===== src/rtl/alu_sched.sv =====
// Two-requester scheduler for one shared external 8-bit ALU. It grants requesters round-robin,
// waits out the ALU latency, and returns the result to the granted requester.
// Optional feature: ALU_SCHED_DIV0_CHECK_EN answers a divide by zero locally instead of
// issuing it to the ALU.
module alu_sched #(
  parameter int OP_LAT  = 1,
  parameter int MUL_LAT = 2
) (
  input  logic        clk,
  input  logic        rst,
  input  logic [1:0]  req_valid,
  output logic [1:0]  req_ready,
  input  logic [15:0] req_a,
  input  logic [15:0] req_b,
  input  logic [7:0]  req_sel,
  output logic [1:0]  rsp_valid,
  input  logic [1:0]  rsp_ready,
  output logic [7:0]  rsp_data,
  output logic        rsp_carry,
  output logic        rsp_err,
  output logic [7:0]  alu_a,
  output logic [7:0]  alu_b,
  output logic [3:0]  alu_sel,
  input  logic [7:0]  alu_out,
  input  logic        alu_carry
);

  localparam int CNT_W = 8;

  typedef enum logic [1:0] {IDLE, EXEC, RESP, DIV0} state_t;

  state_t             state_q, state_d;
  logic               ptr_q, ptr_d;
  logic               owner_q, owner_d;
  logic [CNT_W-1:0]   cnt_q, cnt_d;
  logic [7:0]         alu_a_q, alu_a_d;
  logic [7:0]         alu_b_q, alu_b_d;
  logic [3:0]         alu_sel_q, alu_sel_d;
  logic [1:0]         rsp_valid_q, rsp_valid_d;
  logic [7:0]         rsp_data_q, rsp_data_d;
  logic               rsp_carry_q, rsp_carry_d;
  logic               rsp_err_q, rsp_err_d;

  logic               gnt_idx;
  logic               accept;
  logic               is_div0;
  logic [7:0]         s_a, s_b;
  logic [3:0]         s_sel;

  // A lone requester wins regardless of the pointer; the pointer only breaks ties.
  always_comb begin
    gnt_idx = ptr_q;
    if (req_valid == 2'b01)      gnt_idx = 1'b0;
    else if (req_valid == 2'b10) gnt_idx = 1'b1;
  end

  assign accept    = !rst && (state_q == IDLE) && (|req_valid);
  assign req_ready = accept ? (gnt_idx ? 2'b10 : 2'b01) : 2'b00;

  assign s_a   = gnt_idx ? req_a[15:8]  : req_a[7:0];
  assign s_b   = gnt_idx ? req_b[15:8]  : req_b[7:0];
  assign s_sel = gnt_idx ? req_sel[7:4] : req_sel[3:0];

`ifdef ALU_SCHED_DIV0_CHECK_EN
  assign is_div0 = (s_sel == 4'd3) && (s_b == 8'd0);
`else
  assign is_div0 = 1'b0;
`endif

  always_comb begin
    state_d     = state_q;
    ptr_d       = ptr_q;
    owner_d     = owner_q;
    cnt_d       = cnt_q;
    alu_a_d     = alu_a_q;
    alu_b_d     = alu_b_q;
    alu_sel_d   = alu_sel_q;
    rsp_valid_d = rsp_valid_q;
    rsp_data_d  = rsp_data_q;
    rsp_carry_d = rsp_carry_q;
    rsp_err_d   = rsp_err_q;
    case (state_q)
      IDLE: begin
        if (accept) begin
          owner_d = gnt_idx;
          if (is_div0) begin
            state_d = DIV0;
          end else begin
            alu_a_d   = s_a;
            alu_b_d   = s_b;
            alu_sel_d = s_sel;
            cnt_d     = (s_sel == 4'd2) ? CNT_W'(MUL_LAT) : CNT_W'(OP_LAT);
            state_d   = EXEC;
          end
        end
      end
      // Counter runs LAT..0, so EXEC lasts LAT+1 cycles before the ALU output is sampled.
      EXEC: begin
        if (cnt_q == '0) begin
          rsp_data_d  = alu_out;
          rsp_carry_d = alu_carry;
          rsp_err_d   = 1'b0;
          rsp_valid_d = owner_q ? 2'b10 : 2'b01;
          state_d     = RESP;
        end else begin
          cnt_d = cnt_q - 1'b1;
        end
      end
      DIV0: begin
        rsp_data_d  = 8'h00;
        rsp_carry_d = 1'b0;
        rsp_err_d   = 1'b1;
        rsp_valid_d = owner_q ? 2'b10 : 2'b01;
        state_d     = RESP;
      end
      RESP: begin
        if (rsp_ready[owner_q]) begin
          rsp_valid_d = 2'b00;
          ptr_d       = ~owner_q;
          state_d     = IDLE;
        end
      end
      default: state_d = IDLE;
    endcase
  end

  always_ff @(posedge clk) begin
    if (rst) begin
      state_q     <= IDLE;
      ptr_q       <= 1'b0;
      owner_q     <= 1'b0;
      cnt_q       <= '0;
      alu_a_q     <= 8'h00;
      alu_b_q     <= 8'h00;
      alu_sel_q   <= 4'h0;
      rsp_valid_q <= 2'b00;
      rsp_data_q  <= 8'h00;
      rsp_carry_q <= 1'b0;
      rsp_err_q   <= 1'b0;
    end else begin
      state_q     <= state_d;
      ptr_q       <= ptr_d;
      owner_q     <= owner_d;
      cnt_q       <= cnt_d;
      alu_a_q     <= alu_a_d;
      alu_b_q     <= alu_b_d;
      alu_sel_q   <= alu_sel_d;
      rsp_valid_q <= rsp_valid_d;
      rsp_data_q  <= rsp_data_d;
      rsp_carry_q <= rsp_carry_d;
      rsp_err_q   <= rsp_err_d;
    end
  end

  assign alu_a     = alu_a_q;
  assign alu_b     = alu_b_q;
  assign alu_sel   = alu_sel_q;
  assign rsp_valid = rsp_valid_q;
  assign rsp_data  = rsp_data_q;
  assign rsp_carry = rsp_carry_q;
  assign rsp_err   = rsp_err_q;

endmodule


===== config.mk =====
export PLATFORM = sky130hd
export DESIGN_NAME = alu_sched
export DESIGN_NICKNAME = d
export VERILOG_FILES = /design/src/rtl/alu_sched.sv
export SDC_FILE = /design/constraint.sdc
export NUM_CORES = 1
export LEC_CHECK = 0
export CAP_MARGIN = 20
export CORE_MARGIN = 1
export CORE_UTILIZATION = 30
export DETAILED_ROUTE_END_ITERATION = 7
export HOLD_SLACK_MARGIN = 0.12
export PLACE_DENSITY = 0.67
export REMOVE_ABC_BUFFERS = 1
export SKIP_LAST_GASP = 1
export SYNTH_ARGS = -nofsm -noshare
export SYNTH_HDL_FRONTEND = slang
export SYNTH_SLANG_ARGS = --single-unit

===== constraint.sdc =====
create_clock -name clk -period 2 [get_ports clk]
set_input_delay 0.4 -clock clk [delete_from_list [all_inputs] [get_ports clk]]
set_output_delay 0.4 -clock clk [all_outputs]
set_load 0.1 [all_outputs]

After elaboration in Yosys (flattened, before gate mapping)
Cells that the tools add are included.
{ "word_totals": {"register_bits": 44, "in_bits": 55} }
{ "op_classes": {"mux": 26, "bitwise": 1, "eq_ne": 10, "add_sub_neg": 1, "n_reduce_logical": 15, "n_lt_le_gt_ge": 1} }
{ "ops": {"columns": ["op", "count"], "rows": [
  ["2-to-1 mux 8 bit", 5],
  ["case mux 8 bit (2 select lines)", 2],
  ["2-to-1 mux 2 bit", 8],
  ["AND reduction 3 bit", 3],
  ["logical NOT 8 bit", 1],
  ["!= test 2 bit (second input constant)", 4],
  ["case mux 2 bit (4 select lines)", 1],
  ["subtractor 8 x 1 -> 8 bit (second input constant)", 1],
  ["equality test 2 bit (second input constant)", 3],
  ["2-to-1 mux 1 bit", 6],
  ["case mux 2 bit (3 select lines)", 1],
  ["AND reduction 2 bit", 3],
  ["equality test 2 x 1 -> 1 bit (second input constant)", 2],
  ["equality test 4 x 2 -> 1 bit (second input constant)", 1],
  ["2-to-1 mux 4 bit", 1],
  ["case mux 1 bit (2 select lines)", 2],
  ["nonzero test 2 bit", 2],
  ["nonzero test 3 bit", 1],
  ["logical AND 1 bit", 2],
  ["logical NOT 2 bit", 1],
  ["< comparator 1 x 2 -> 1 bit (second input constant)", 1],
  ["OR reduction 2 bit", 1],
  ["logical NOT 1 bit", 1],
  ["inverter 1 bit", 1]
]} }

Logic depth before layout (Yosys ltp)
{ "depth": {"word_depth": 8, "ltp_mapped": 8, "ltp_nobuf": 7} }

Worst setup path before layout
OpenSTA, ideal clock, no wires.
{ "synth_path": {"path_type": "input -> output", "startpoint": "input req_valid[0]", "endpoint": "output req_ready[0]", "arrival_ns": 2.344, "cell_stages": 4, "required_ns": 1.600, "path_slack_ns": -0.744, "cell_sequence": "inv_1 maj3_1 buf_2 nor2_1"} }
{ "synth_via": {"elab_chain_len": 5} }
{ "synth_rtl": {"columns": ["item", "line", "text"], "rows": [
  ["from (decl)", "11", "input logic [1:0] req_valid,"],
  ["equality test 2 bit", "54", "else if (req_valid == 2'b10) gnt_idx = 1'b1;"],
  ["2-to-1 mux 1 bit", "54", null],
  ["2-to-1 mux 1 bit", "53", "if (req_valid == 2'b01) gnt_idx = 1'b0;"],
  ["2-to-1 mux 2 bit", "58", "assign req_ready = accept ? (gnt_idx ? 2'b10 : 2'b01) : 2'b00;"],
  ["2-to-1 mux 2 bit (*)", "58", null],
  ["to (decl)", "12", "output logic [1:0] req_ready,"]
]} }
Mark *: on every way between the ends. The rest lies on a longest branch, timed or not.

Final worst setup path
{ "layout_path": {"startpoint": "register state_q[1]", "endpoint": "output req_ready[1]"} }
{ "layout_via": {"elab_chain_len": 4} }
{ "layout_rtl": {"columns": ["item", "line", "text"], "rows": [
  ["from (decl)", "32", "state_t state_q, state_d;"],
  ["from (signal assigned)", "141", "state_q <= state_d;"],
  ["logical NOT 2 bit", "57", "assign accept = !rst && (state_q == IDLE) && (|req_valid);"],
  ["logical AND 1 bit (2 in a row)", "57", null],
  ["2-to-1 mux 2 bit", "58", null]
]} }
Every way passes these cells.

==> flow_summary.toml <==
[placement]
dp_hpwl_um = 3530
gp_congestion = 0.722
portBuffers = 88
place_area_um2 = 2960

[synthesis]
ys_seq_area_share_pct = 44.2
synth_cells = 213
synth-edff-count = 0
async_reset_ff_share_pct = 0
ys.flop_type = "dfxtp_1"
yosys_warnings = 0
syn_area_per_cell_um2 = 9.35
yosysUniqueCellTypes = 40
synth_area_um2 = 1990
synth-seq-cells = 44

[floorplan]
row_count = 29
die_area_um2 = 6970
core-area_um2 = 6390
die_h_um = 83.5
die_w_um = 83.5
io_pins = 89
start_util_pct = 31.2

[grt]
antenna_found_initial = 0
track_usage_pct = 14.1
grt_pass1_wl_um = 8100
grt_remaining_overflow = 0
grt_pass1_vias = 1847
grt_start_max_net_pins = 33

[worst_setup_path]
crit_fanout = 9
critPathCaptureType = "output pin"
worstSetupPathType = "flip-flop to output pin"
reg2reg_depth = 7
r2r_end = "cnt_q[6]"
worst_ep_required_time_ns = 1.60
crit_arrival_ns = 1.46
path_cells = "nor4_4 -> and2_4 -> buf_12"
r2r_start = "cnt_q[1]"
critPathMaxStageDelay_ns = 0.44
cp-startpoint = "state_q[1]"
path_buf_inv = 1
critPathTopFamily = "simple AND/OR/NAND/NOR gates"
reg2reg_slack_ns = 0.15
start_kind = "flip-flop"
slowest_stage = "dfxtp_1"

[worst_hold_path]
worstHoldEndpoint = "rsp_valid[1]"
worstHoldStart = "rsp_valid[1]"
hold_depth = 2
hold_class = "flip-flop to flip-flop"

[cts]
cts.clk_slew.worst_paths_ns = 0.08
cts.sinks = 44
cts.htree.levels = 2
cts_max_path_buffers = 2
clkLatencyLatePin_ns = 0.29
cts-root-buf = "clkbuf_8"
numCtsBuffers = 5
cts_tree = "done"

[timing]
period_needed_ns = 1.86
relSlewSlack_pct = 69.2
hold_viol_final = 0
finalCritPeriodShare_pct = 93.0
setup_tns_ns = 0
max_freq_mhz = 538
finalMaxSlewViolations = 0
worst_pin_slew_ns = 0.462
setup_violations = 0
skew_ns = 0.00602
rsz0062_at_grt = "no"

[route]
num_vias = 1847
wire_per_inst_um = 12.0
viasPerCell = 4.75
antenna_left = 0
drc_errors = 0
drt-pass1-iter-count = 4
finalWirelength_um = 4660
drtIter0Drc = 52

[layout]
multi_input_comb_area_um2 = 1050
final_cell_area_um2 = 3110
final_cell_mix = "clkdlybuf4s50_1 (51), buf_4 (48), dfxtp_1 (44)"
diodes = 0
seq_area_um2 = 881
area_delta_synth_final_pct = 56.0
nNetsFinal = 368
drive_above_1_share_pct = 23.1
final_util_pct = 48.6
n_fill_cell = 605
mostFrequentLayoutCell = "clkdlybuf4s50_1"

[power]
power.density_nw_per_um2 = 1010
irDropWorstVdd_v = 0.000518
power_uw = 3150
leakagePower_uw = 0.00129

[job]
cap_violations = 0

[outcome]
status = "completed"
==> synth_stat cells, drive strengths merged, types with 2 or more instances <==
| library cell | instances | area [um^2] |
|---|---|---|
| xor2 | 2 | 17.5 |
| xnor2 | 2 | 17.5 |
| buf | 6 | 40.0 |
| dfxtp | 44 | 881 |
| a21oi | 5 | 25.0 |
| a22oi | 11 | 82.6 |
| o21a | 7 | 60.1 |
| or3 | 2 | 12.5 |
| a211oi | 16 | 120 |
| nor3 | 6 | 40.0 |
| nor2 | 45 | 169 |
| ha | 2 | 25.0 |
| nand4b | 2 | 17.5 |
| o31a | 2 | 17.5 |
| and2 | 2 | 12.5 |
| clkbuf | 8 | 31.3 |
| nand2b | 4 | 25.0 |
| nor4 | 3 | 33.8 |
| nand2 | 6 | 22.5 |
| inv | 4 | 15.0 |
| o21ai | 4 | 35.0 |
| mux2i | 22 | 220 |
==> registers in the layout (all words and copies together) (netlist names) <==
register / flops
state_q: 2
rsp_carry: 1
owner_q: 1
alu_a: 8
rsp_err: 1
cnt_q: 8
rsp_data: 8
alu_b: 8
alu_sel: 4
rsp_valid: 2
ptr_q: 1
==> power by group <==
part | switching, uW | internal (uW) | total, uW
clock | 293 | 371 | 664
combinational | 944 | 478 | 1420
sequential | 78.3 | 982 | 1060
total | 1320 | 1830 | 3150
==> what timing repair did <==
item	CTS	global route
setup endpoints to repair	2	8
resized for setup	6	3
buffers inserted	1	1
pin swaps	2	2
hold buffers	0	0
==> logic make-up (layout without fill, tap and decap cells) <==
family / Yosys count / count (layout) / share of synthesized area (%)
xor+xnor: 4 / 4 / 1.76
flops: 44 / 44 / 44.2
compound gates: 48 / 48 / 18.4
fa+ha+maj: 3 / 3 / 1.76
buf+inv: 18 / 117 / 4.34
mux: 22 / 22 / 11.1
simple gates: 74 / 74 / 18.5
==> cell type report <==
class                           count  share of cell area (%)
Clock inverter                      2                    1.13
Sequential cell                    44                    28.4
Clock buffer                        6                    2.34
Inverter                            4                   0.483
Tap cell                           77                    3.10
Multi-Input combinational cell    151                    33.8
Timing Repair Buffer              105                    30.8
==> how the worst max path moves through the flow <==
stage              endpoint  slack, ns  cells past startpoint
2_1_floorplan  req_ready[0]      -1.35                      4
3_5_place_dp   req_ready[0]      -0.20                      5
5_1_grt         rsp_data[3]      0.009                      8
6_report       req_ready[1]       0.14                      3
3_3_place_gp   req_ready[0]      -0.20                      5
4_1_cts        req_ready[0]      -0.02                      6
==> through the flow <==
| stage | std cells | hold slack (ns) | setup WS [ns] |
|---|---|---|---|
| 2_1_floorplan | 199 | 0.469 | -1.35 |
| 3_3_place_gp | 379 | 0.471 | -0.203 |
| 3_5_place_dp | 379 | 0.483 | -0.200 |
| 4_1_cts | 388 | 0.503 | -0.0165 |
| 5_1_grt | 389 | 0.533 | 0.00929 |
| 6_report | 389 | 0.494 | 0.140 |
==> layer usage <==
metal	vias to the layer above	part of all wire, %	global-route usage (%)
met4	0	0.62	3.70
met1	837	44	16.6
met3	2	7.4	4.95
li1	950	-	-
met2	58	48	24.5
met5	-	0	0
==> worst reg2reg max path, stage by stage (launching register included) <==
cell and delay [ns]:
dfxtp_1 0.33, inv_1 0.09, ha_1 0.15, or4b_4 0.50
o21a_4 0.25, o21ai_4 0.19, nor4_1 0.07, o21a_1 0.17
No activity file was read; power rests on OpenSTA's default activity.
